### src/rtl/ac_pkg.sv
// Shared definitions for the accumulator machine controller.
//   state_t    : controller FSM states
//   OP_*       : opcode field values (instr[DATA_W-1:DATA_W-4])
//   ALU_*      : alu_op encodings driven to the datapath ALU
//   is_mem_op  : opcodes that need an EXEC cycle with a data memory access
package ac_pkg;

  typedef enum logic [2:0] {
    ST_IDLE   = 3'd0,
    ST_FETCH  = 3'd1,
    ST_DECODE = 3'd2,
    ST_EXEC   = 3'd3,
    ST_HALT   = 3'd4
  } state_t;

  localparam logic [3:0] OP_LDA = 4'h1;
  localparam logic [3:0] OP_STA = 4'h2;
  localparam logic [3:0] OP_ADD = 4'h3;
  localparam logic [3:0] OP_SUB = 4'h4;
  localparam logic [3:0] OP_JMP = 4'h5;
  localparam logic [3:0] OP_JZ  = 4'h6;
  localparam logic [3:0] OP_HLT = 4'hF;

  localparam logic [1:0] ALU_PASS = 2'b00;
  localparam logic [1:0] ALU_ADD  = 2'b01;
  localparam logic [1:0] ALU_SUB  = 2'b10;

  function automatic logic is_mem_op(input logic [3:0] op);
    return (op == OP_LDA) || (op == OP_STA) || (op == OP_ADD) || (op == OP_SUB);
  endfunction

endpackage

### src/rtl/ac_ctrl_decode.sv
// Combinational strobe decode for ac_ctrl.
// Inputs are only the registered FSM state and instruction register, so no
// path exists from any ac_ctrl input to the strobes.
//   state    : current FSM state (state_t encoding)
//   ir       : latched instruction word
//   mem_addr : operand address in EXEC, else 0
//   mem_rd / mem_wr / wac / rac : datapath strobes, EXEC only
//   alu_op   : ALU function in EXEC, else PASS (0)
//   busy / halted : status derived from state
module ac_ctrl_decode
  import ac_pkg::*;
#(
  parameter int ADDR_W = 4,
  parameter int DATA_W = 8
) (
  input  logic [2:0]        state,
  input  logic [DATA_W-1:0] ir,
  output logic [ADDR_W-1:0] mem_addr,
  output logic              mem_rd,
  output logic              mem_wr,
  output logic              wac,
  output logic              rac,
  output logic [1:0]        alu_op,
  output logic              busy,
  output logic              halted
);

  logic [3:0] opcode;
  assign opcode = ir[DATA_W-1 -: 4];

  always_comb begin
    mem_addr = '0;
    mem_rd   = 1'b0;
    mem_wr   = 1'b0;
    wac      = 1'b0;
    rac      = 1'b0;
    alu_op   = ALU_PASS;
    busy     = (state == ST_FETCH) || (state == ST_DECODE) || (state == ST_EXEC);
    halted   = (state == ST_HALT);
    if (state == ST_EXEC) begin
      mem_addr = ir[ADDR_W-1:0];
      case (opcode)
        OP_LDA: begin mem_rd = 1'b1; wac = 1'b1; alu_op = ALU_PASS; end
        OP_ADD: begin mem_rd = 1'b1; wac = 1'b1; alu_op = ALU_ADD;  end
        OP_SUB: begin mem_rd = 1'b1; wac = 1'b1; alu_op = ALU_SUB;  end
        OP_STA: begin rac    = 1'b1; mem_wr = 1'b1;                 end
        default: ;
      endcase
    end
  end

endmodule

### src/rtl/ac_ctrl.sv
// Accumulator machine controller: program counter, instruction register and
// sequencing FSM. Strobes come from ac_ctrl_decode.
//   clk, reset (sync, active high), start (one-cycle run request)
//   instr  : program memory data at pc;  zero : accumulator == 0
//   pc, mem_addr, mem_rd, mem_wr, wac, rac, alu_op, busy, halted : outputs
//
// state  | meaning
// IDLE   | waiting for start; pc held at 0
// FETCH  | IR <= instr, pc <= pc + 1
// DECODE | branch resolution / dispatch on opcode
// EXEC   | one data memory access cycle (LDA/STA/ADD/SUB)
// HALT   | stopped on HLT, left only by reset
module ac_ctrl
  import ac_pkg::*;
#(
  parameter int ADDR_W = 4,
  parameter int DATA_W = 8
) (
  input  logic              clk,
  input  logic              reset,
  input  logic              start,
  input  logic [DATA_W-1:0] instr,
  input  logic              zero,
  output logic [ADDR_W-1:0] pc,
  output logic [ADDR_W-1:0] mem_addr,
  output logic              mem_rd,
  output logic              mem_wr,
  output logic              wac,
  output logic              rac,
  output logic [1:0]        alu_op,
  output logic              busy,
  output logic              halted
);

  localparam logic [ADDR_W-1:0] PC_ONE = 1;

  state_t            state;
  logic [DATA_W-1:0] ir;
  logic [3:0]        opcode;

  assign opcode = ir[DATA_W-1 -: 4];

  always_ff @(posedge clk) begin
    if (reset) begin
      state <= ST_IDLE;
      pc    <= '0;
      ir    <= '0;
    end else begin
      case (state)
        ST_IDLE: begin
          if (start) begin
            state <= ST_FETCH;
            pc    <= '0;
          end
        end
        ST_FETCH: begin
          ir    <= instr;
          pc    <= pc + PC_ONE;   // natural wrap at 2^ADDR_W
          state <= ST_DECODE;
        end
        ST_DECODE: begin
          if (is_mem_op(opcode)) begin
            state <= ST_EXEC;
          end else if (opcode == OP_JMP) begin
            pc    <= ir[ADDR_W-1:0];
            state <= ST_FETCH;
          end else if (opcode == OP_JZ) begin
            if (zero) pc <= ir[ADDR_W-1:0];
            state <= ST_FETCH;
          end else if (opcode == OP_HLT) begin
            state <= ST_HALT;
          end else begin
            state <= ST_FETCH;
          end
        end
        ST_EXEC:  state <= ST_FETCH;
        ST_HALT:  state <= ST_HALT;
        default:  state <= ST_IDLE;
      endcase
    end
  end

  ac_ctrl_decode #(
    .ADDR_W (ADDR_W),
    .DATA_W (DATA_W)
  ) u_decode (
    .state    (state),
    .ir       (ir),
    .mem_addr (mem_addr),
    .mem_rd   (mem_rd),
    .mem_wr   (mem_wr),
    .wac      (wac),
    .rac      (rac),
    .alu_op   (alu_op),
    .busy     (busy),
    .halted   (halted)
  );

endmodule

### config.mk
export PLATFORM = sky130hd
export DESIGN_NAME = ac_ctrl
export DESIGN_NICKNAME = d
export VERILOG_FILES = /design/src/rtl/ac_pkg.sv /design/src/rtl/ac_ctrl_decode.sv /design/src/rtl/ac_ctrl.sv
export SDC_FILE = /design/constraint.sdc
export NUM_CORES = 1
export LEC_CHECK = 0
export ABC_AREA = 0
export BUFFER_PORTS_ARGS = -buffer_cell sky130_fd_sc_hd__buf_4
export CAP_MARGIN = 20
export CORE_MARGIN = 2
export CORE_UTILIZATION = 25
export DETAILED_ROUTE_END_ITERATION = 10
export PLACE_DENSITY = 0.56
export SETUP_SLACK_MARGIN = 0.2
export SYNTH_ARGS = -nofsm -noshare
export SYNTH_HDL_FRONTEND = slang
export SYNTH_SLANG_ARGS = --single-unit
### constraint.sdc
create_clock -name clk -period 2.1 [get_ports clk]
set_input_delay 0.42 -clock clk [delete_from_list [all_inputs] [get_ports clk]]
set_output_delay 0.42 -clock clk [all_outputs]
set_load 0.005 [all_outputs]
---- After elaboration in Yosys (flattened, before gate mapping) ----
Cells that the tools add are included.
operators by class
  add/sub/neg operators ................... 1
  multipliers ............................. 0
  divide/modulo/power cells ............... 0
  order comparisons ....................... 0
  eq/ne operators ......................... 15
  shift-type cells ........................ 0
  multiplexer cells ....................... 19
  bitwise logic cells ..................... 0
  reduce and logical (&&, ||, !) cells .... 9
operators by type and width
  kind                   count
  $mux W4                6
  $mux W3                5
  $pmux W3 S5            1
  $eq A4 B3 Y1 const B   3
  $pmux W4 S3            1
  $eq A4 B2 Y1 const B   2
  $eq A3 B2 Y1 const B   2
  $ne A3 B3 Y1 const B   2
  $logic_or A1 B1 Y1     5
  $reduce_and A5 Y1      1
  $add A4 B1 Y4 const B  1
  $eq A4 B1 Y1 const B   1
  $eq A4 B4 Y1 const B   1
  $mux W1                4
  $ne A2 B2 Y1 const B   2
  $pmux W2 S2            1
  $eq A3 B1 Y1 const B   1
  $eq A3 B3 Y1 const B   1
  $logic_not A3 Y1       1
  $reduce_bool A3 Y1     1
  $reduce_or A3 Y1       1
  $mux W2                1
word-level totals
  bits in registers ....................... 15
  latch bits .............................. 0
  RAM bits ................................ 0
  ROM bits ................................ 0
  output and inout bits ................... 16
  logic and storage cells ................. 47
  memories kept ........................... 0

---- Depth between registers and ports, before layout ----
  word-level depth ........................ 6
  depth in mapped cells ................... 6
  depth with buffers taken out ............ 5

---- By module ----
From an unflattened synthesis, not the netlist that was laid out.
second synthesis, totals
  cell total of the unflattened synthesis .. 109
  area, all modules ....................... 879.6 um^2
by module, submodules not included
  module          times used  cells an instance  area each (um^2)  seq. area each (um^2)
  ac_ctrl         1           92                 740.7             300.3
  ac_ctrl_decode  1           17                 138.9             0.0

---- Least setup slack after synthesis ----
No wires, ideal clock.
  path kind ............................... register to output
  from .................................... reg state[0]
  to ...................................... out rac
  arrival ................................. 1,237 ps
  path slack .............................. 443 ps
  cell stages (with the launch flop) ...... 7
  buffers on the path ..................... 2
  path through ............................ dfxtp_1 buf_2 nand2_1 or2_2 nor2_1 and4bb_2 buf_4
on the way
  word-level cells in the longest chain between the ends .. 2
ends and longest elaborated chain
  element                   line                  text
  start: declaration        ac_ctrl.sv:37         state_t state;
  start signal: assignment  ac_ctrl.sv:45         state <= ST_IDLE;
  start signal: assignment  ac_ctrl.sv:52         state <= ST_FETCH;
  start signal: assignment  ac_ctrl.sv:59         state <= ST_DECODE;
  $eq A3 B2 Y1              ac_ctrl_decode.sv:40  if (state == ST_EXEC) begin
  $mux W1                   -
  end: declaration          ac_ctrl.sv:29         output logic rac,
Every way passes these cells.

---- Worst setup path after layout ----
  from .................................... reg state[1]
  to ...................................... out rac
on the way
  word-level cells in the longest chain between the ends .. 2
ends and longest elaborated chain
  element       line
  $eq A3 B2 Y1  ac_ctrl_decode.sv:40
  $mux W1       ac_ctrl_decode.sv:40
Every way passes these cells.

==> flow_metrics.tcl <==
set metrics [dict create \
    hpwl_um 1490 \
    placed_area_mm2 0.00108 \
    proportion_of_netlist_area_held_by_the_largest_area_contributor 0.353 \
    clock.fmax_ghz 0.552 \
    global_route.overflow_total 0 \
    synth.yosys.warnings 0 \
    period_utilization 0.862 \
    ys_seq_elements 15 \
    nets 140 \
    clkLatencyLatePin_ns 0.28 \
    antenna_found_initial 0 \
    slowest_stage "sky130_fd_sc_hd__dfxtp_4" \
    tritoncts.num_buffers 3 \
    worstSetupEndpointType "primary output" \
    placement.setup.worst_slack_ns 0.347 \
    core_area_mm2 0.00331 \
    worst_clock_skew_ns 0.00428 \
    critical_path.cell_chain "nand2_1, or2_4, nor2_4, and4bb_2, buf_4" \
    routed-via-count 792 \
    areaGrowthSynthToFinish_pct 34.0 \
    rsz0062_at_grt "no" \
    drt-initial-drc-count 22 \
    initial_core_util 0.257 \
    post-route-min-period_ns 1.81 \
    min_from "instr[7]" \
    final_critical_path_setup_slack_ns 0.289 \
    rr_startpoint "ir[6]" \
    routed_wl_um 1960 \
    critical_path_arrival_ns 1.39 \
    place.gp.congestion 0.716 \
    synth-seq-area-share 0.353 \
    static-leakage-power_nw 0.461 \
    tns_setup_ns 0 \
    maxSlewViolCount 0 \
    die_w_um 62.3 \
    run_status "complete, no violations" \
    cts_hold_buf 0 \
    clock_tree.root_cell "sky130_fd_sc_hd__clkbuf_4" \
    clock_tree.buffer_depth 2 \
    grt_first_pass_wirelength_um 3310 \
    final.fill_count 360 \
    num_antenna_cells 0 \
    sequential_cell_area_um2 308 \
    final_setup_vio_count 0 \
    critPathLaunchType "register" \
    die-height_um 62.3 \
    max_stage_delay_ns 0.36 \
    drcViolationCount 0 \
    globalRouteTotalUtil 0.104 \
    buffer_ports.inserted 27 \
    drt_pass1_iterations 4 \
    rows 21 \
    finalPower_uw 590 \
    viasPerCell 4.60 \
    worst_setup_hold_path_clk_slew_ns 0.09 \
    htreeDepth 1 \
    fp.dieArea_mm2 0.00389 \
    critical_path_class "reg2out" \
    io_pins 28 \
    ys_top_cells_by_area "sky130_fd_sc_hd__dfxtp_1 35%, sky130_fd_sc_hd__mux2i_1 9.4%, sky130_fd_sc_hd__nor2_1 6.6%" \
    crit_required_ns 1.68 \
    grt_start_max_net_pins 17 \
    layout_common_cells "31 x sky130_fd_sc_hd__buf_4, 13 x sky130_fd_sc_hd__nor2_1, 13 x sky130_fd_sc_hd__dfxtp_1" \
    postSynthNetCount 112 \
    detail_route.wl_per_cell_um 11.4 \
    timing.max_cap.violations 0 \
    biggest_fanout_along_the_worst_timing_path 3 \
    worst-slew-pin-transition_ns 0.549 \
    layout.cells.most_common "sky130_fd_sc_hd__buf_4" \
    final_hold_fails 0 \
    cpLargestDelayFamily "simple AND/OR/NAND/NOR gates" \
    netlist_area_um2 851 \
    tritoncts_clock_tree "built" \
    synth_largest_area_cell "sky130_fd_sc_hd__dfxtp_1" \
    min-delay-path-class "in2reg" \
    ant_nets 0 \
    pwr_density_cell_mw_per_mm2 518 \
    final_layout_size_suffix_gt1_frac 0.349 \
    syn_avg_cell_area_um2 8.59 \
    cts_sinks 15 \
    multiInputGateArea_um2 504 \
    worst_ir_drop_vdd_v 0.000223 \
    worstSetupStartpoint "state[1]" \
    first_global_vias 778 \
    synthesis.instances 99 \
    yosysUniqueCellTypes 34 \
    final_core_utilization 0.344 \
    crit_buf_inv 1 \
    design_area_mm2 0.00114 \
    slew_headroom 0.632 \
]
-- area by class of cell --
type | count | share of cell area
clock buffers | 4 | 0.0231
flip-flops and latches | 15 | 0.270
inverters | 3 | 0.00988
multi-input cells | 73 | 0.442
repair buffers | 31 | 0.204
well taps | 46 | 0.0505
-- path summary, 6_finish.rpt --
path                              end  slack, ns  cells past startpoint
worst min register to register  pc[1]       0.53                      2
worst max register to register  pc[2]       0.60                      4
worst min-delay path            ir[7]       0.37                      3
worst max-delay path              rac       0.29                      5
-- routing by layer --
| layer | vias to the layer above | share of wire | GRT usage |
|---|---|---|---|
| met1 | 374 | 0.45 | 0.128 |
| li1 | 405 | - | - |
| met2 | 11 | 0.51 | 0.177 |
| met5 | - | 0 | 0 |
| met3 | 2 | 0.032 | 0.0181 |
| met4 | 0 | 0.0097 | 0.0500 |
-- kinds of logic (layout without fill, tap and decap cells) --
logic type	Yosys count	count (layout)	synth area share
xor+xnor	3	3	0.0309
flops	15	15	0.353
fa+ha+maj	1	1	0.0147
mux	8	8	0.0941
simple gates	42	42	0.271
buf+inv	11	38	0.0691
compound gates	19	19	0.168
-- synth_stat cells --
cell type / count
sky130_fd_sc_hd__nand3_1: 4
sky130_fd_sc_hd__a31oi_1: 1
sky130_fd_sc_hd__buf_2: 2
sky130_fd_sc_hd__a21oi_1: 2
sky130_fd_sc_hd__xnor2_1: 2
sky130_fd_sc_hd__o21ai_2: 1
sky130_fd_sc_hd__xor2_1: 1
sky130_fd_sc_hd__nand4b_1: 1
sky130_fd_sc_hd__mux2i_1: 8
sky130_fd_sc_hd__nand2_1: 2
sky130_fd_sc_hd__ha_1: 1
sky130_fd_sc_hd__nand4_1: 1
sky130_fd_sc_hd__a22oi_1: 4
sky130_fd_sc_hd__nand4bb_1: 1
sky130_fd_sc_hd__inv_1: 3
sky130_fd_sc_hd__nand3b_1: 1
sky130_fd_sc_hd__or2_2: 1
sky130_fd_sc_hd__dfxtp_1: 15
sky130_fd_sc_hd__o21ai_0: 1
sky130_fd_sc_hd__buf_4: 4
sky130_fd_sc_hd__a21oi_2: 3
sky130_fd_sc_hd__and3_1: 1
sky130_fd_sc_hd__nor3_1: 4
sky130_fd_sc_hd__nor2b_1: 2
sky130_fd_sc_hd__nand2b_1: 1
sky130_fd_sc_hd__and4b_1: 1
sky130_fd_sc_hd__and2_1: 5
sky130_fd_sc_hd__nor3b_1: 1
sky130_fd_sc_hd__clkbuf_1: 2
sky130_fd_sc_hd__a211o_1: 5
sky130_fd_sc_hd__a211oi_1: 1
sky130_fd_sc_hd__and4bb_2: 1
sky130_fd_sc_hd__o21ai_1: 1
sky130_fd_sc_hd__nor2_1: 15
-- worst register-to-register path, delay by kind of cell, from the launching register on --
| kind | cells | cell delay [ns] |
|---|---|---|
| compound gates | 3 | 0.82 |
| flops | 1 | 0.49 |
| simple gates | 1 | 0.13 |
-- what timing repair did --
item	CTS	global route
endpoints found under the hold margin	0	0
pin swaps	0	1
setup buffers	2	0
resized for setup	5	3
cloned	0	0
setup endpoints to repair	6	4
-- registers in the layout, indices dropped and copies added (netlist names) --
| name | cells |
|---|---|
| pc | 4 |
| state | 3 |
| ir | 8 |
-- where the power goes --
| part | switching [mW] | internal [mW] |
|---|---|---|
| logic | 0.0535 | 0.0568 |
| clock network | 0.0903 | 0.0736 |
| registers | 0.0173 | 0.298 |
-- stage by stage --
stage / hold slack (ns) / cells
floorplan: 0.475 / 99
CTS: 0.360 / 172
global route: 0.360 / 172
finish: 0.368 / 172
detailed placement: 0.521 / 166
global placement: 0.511 / 166
(Power assumes the default switching activity.)
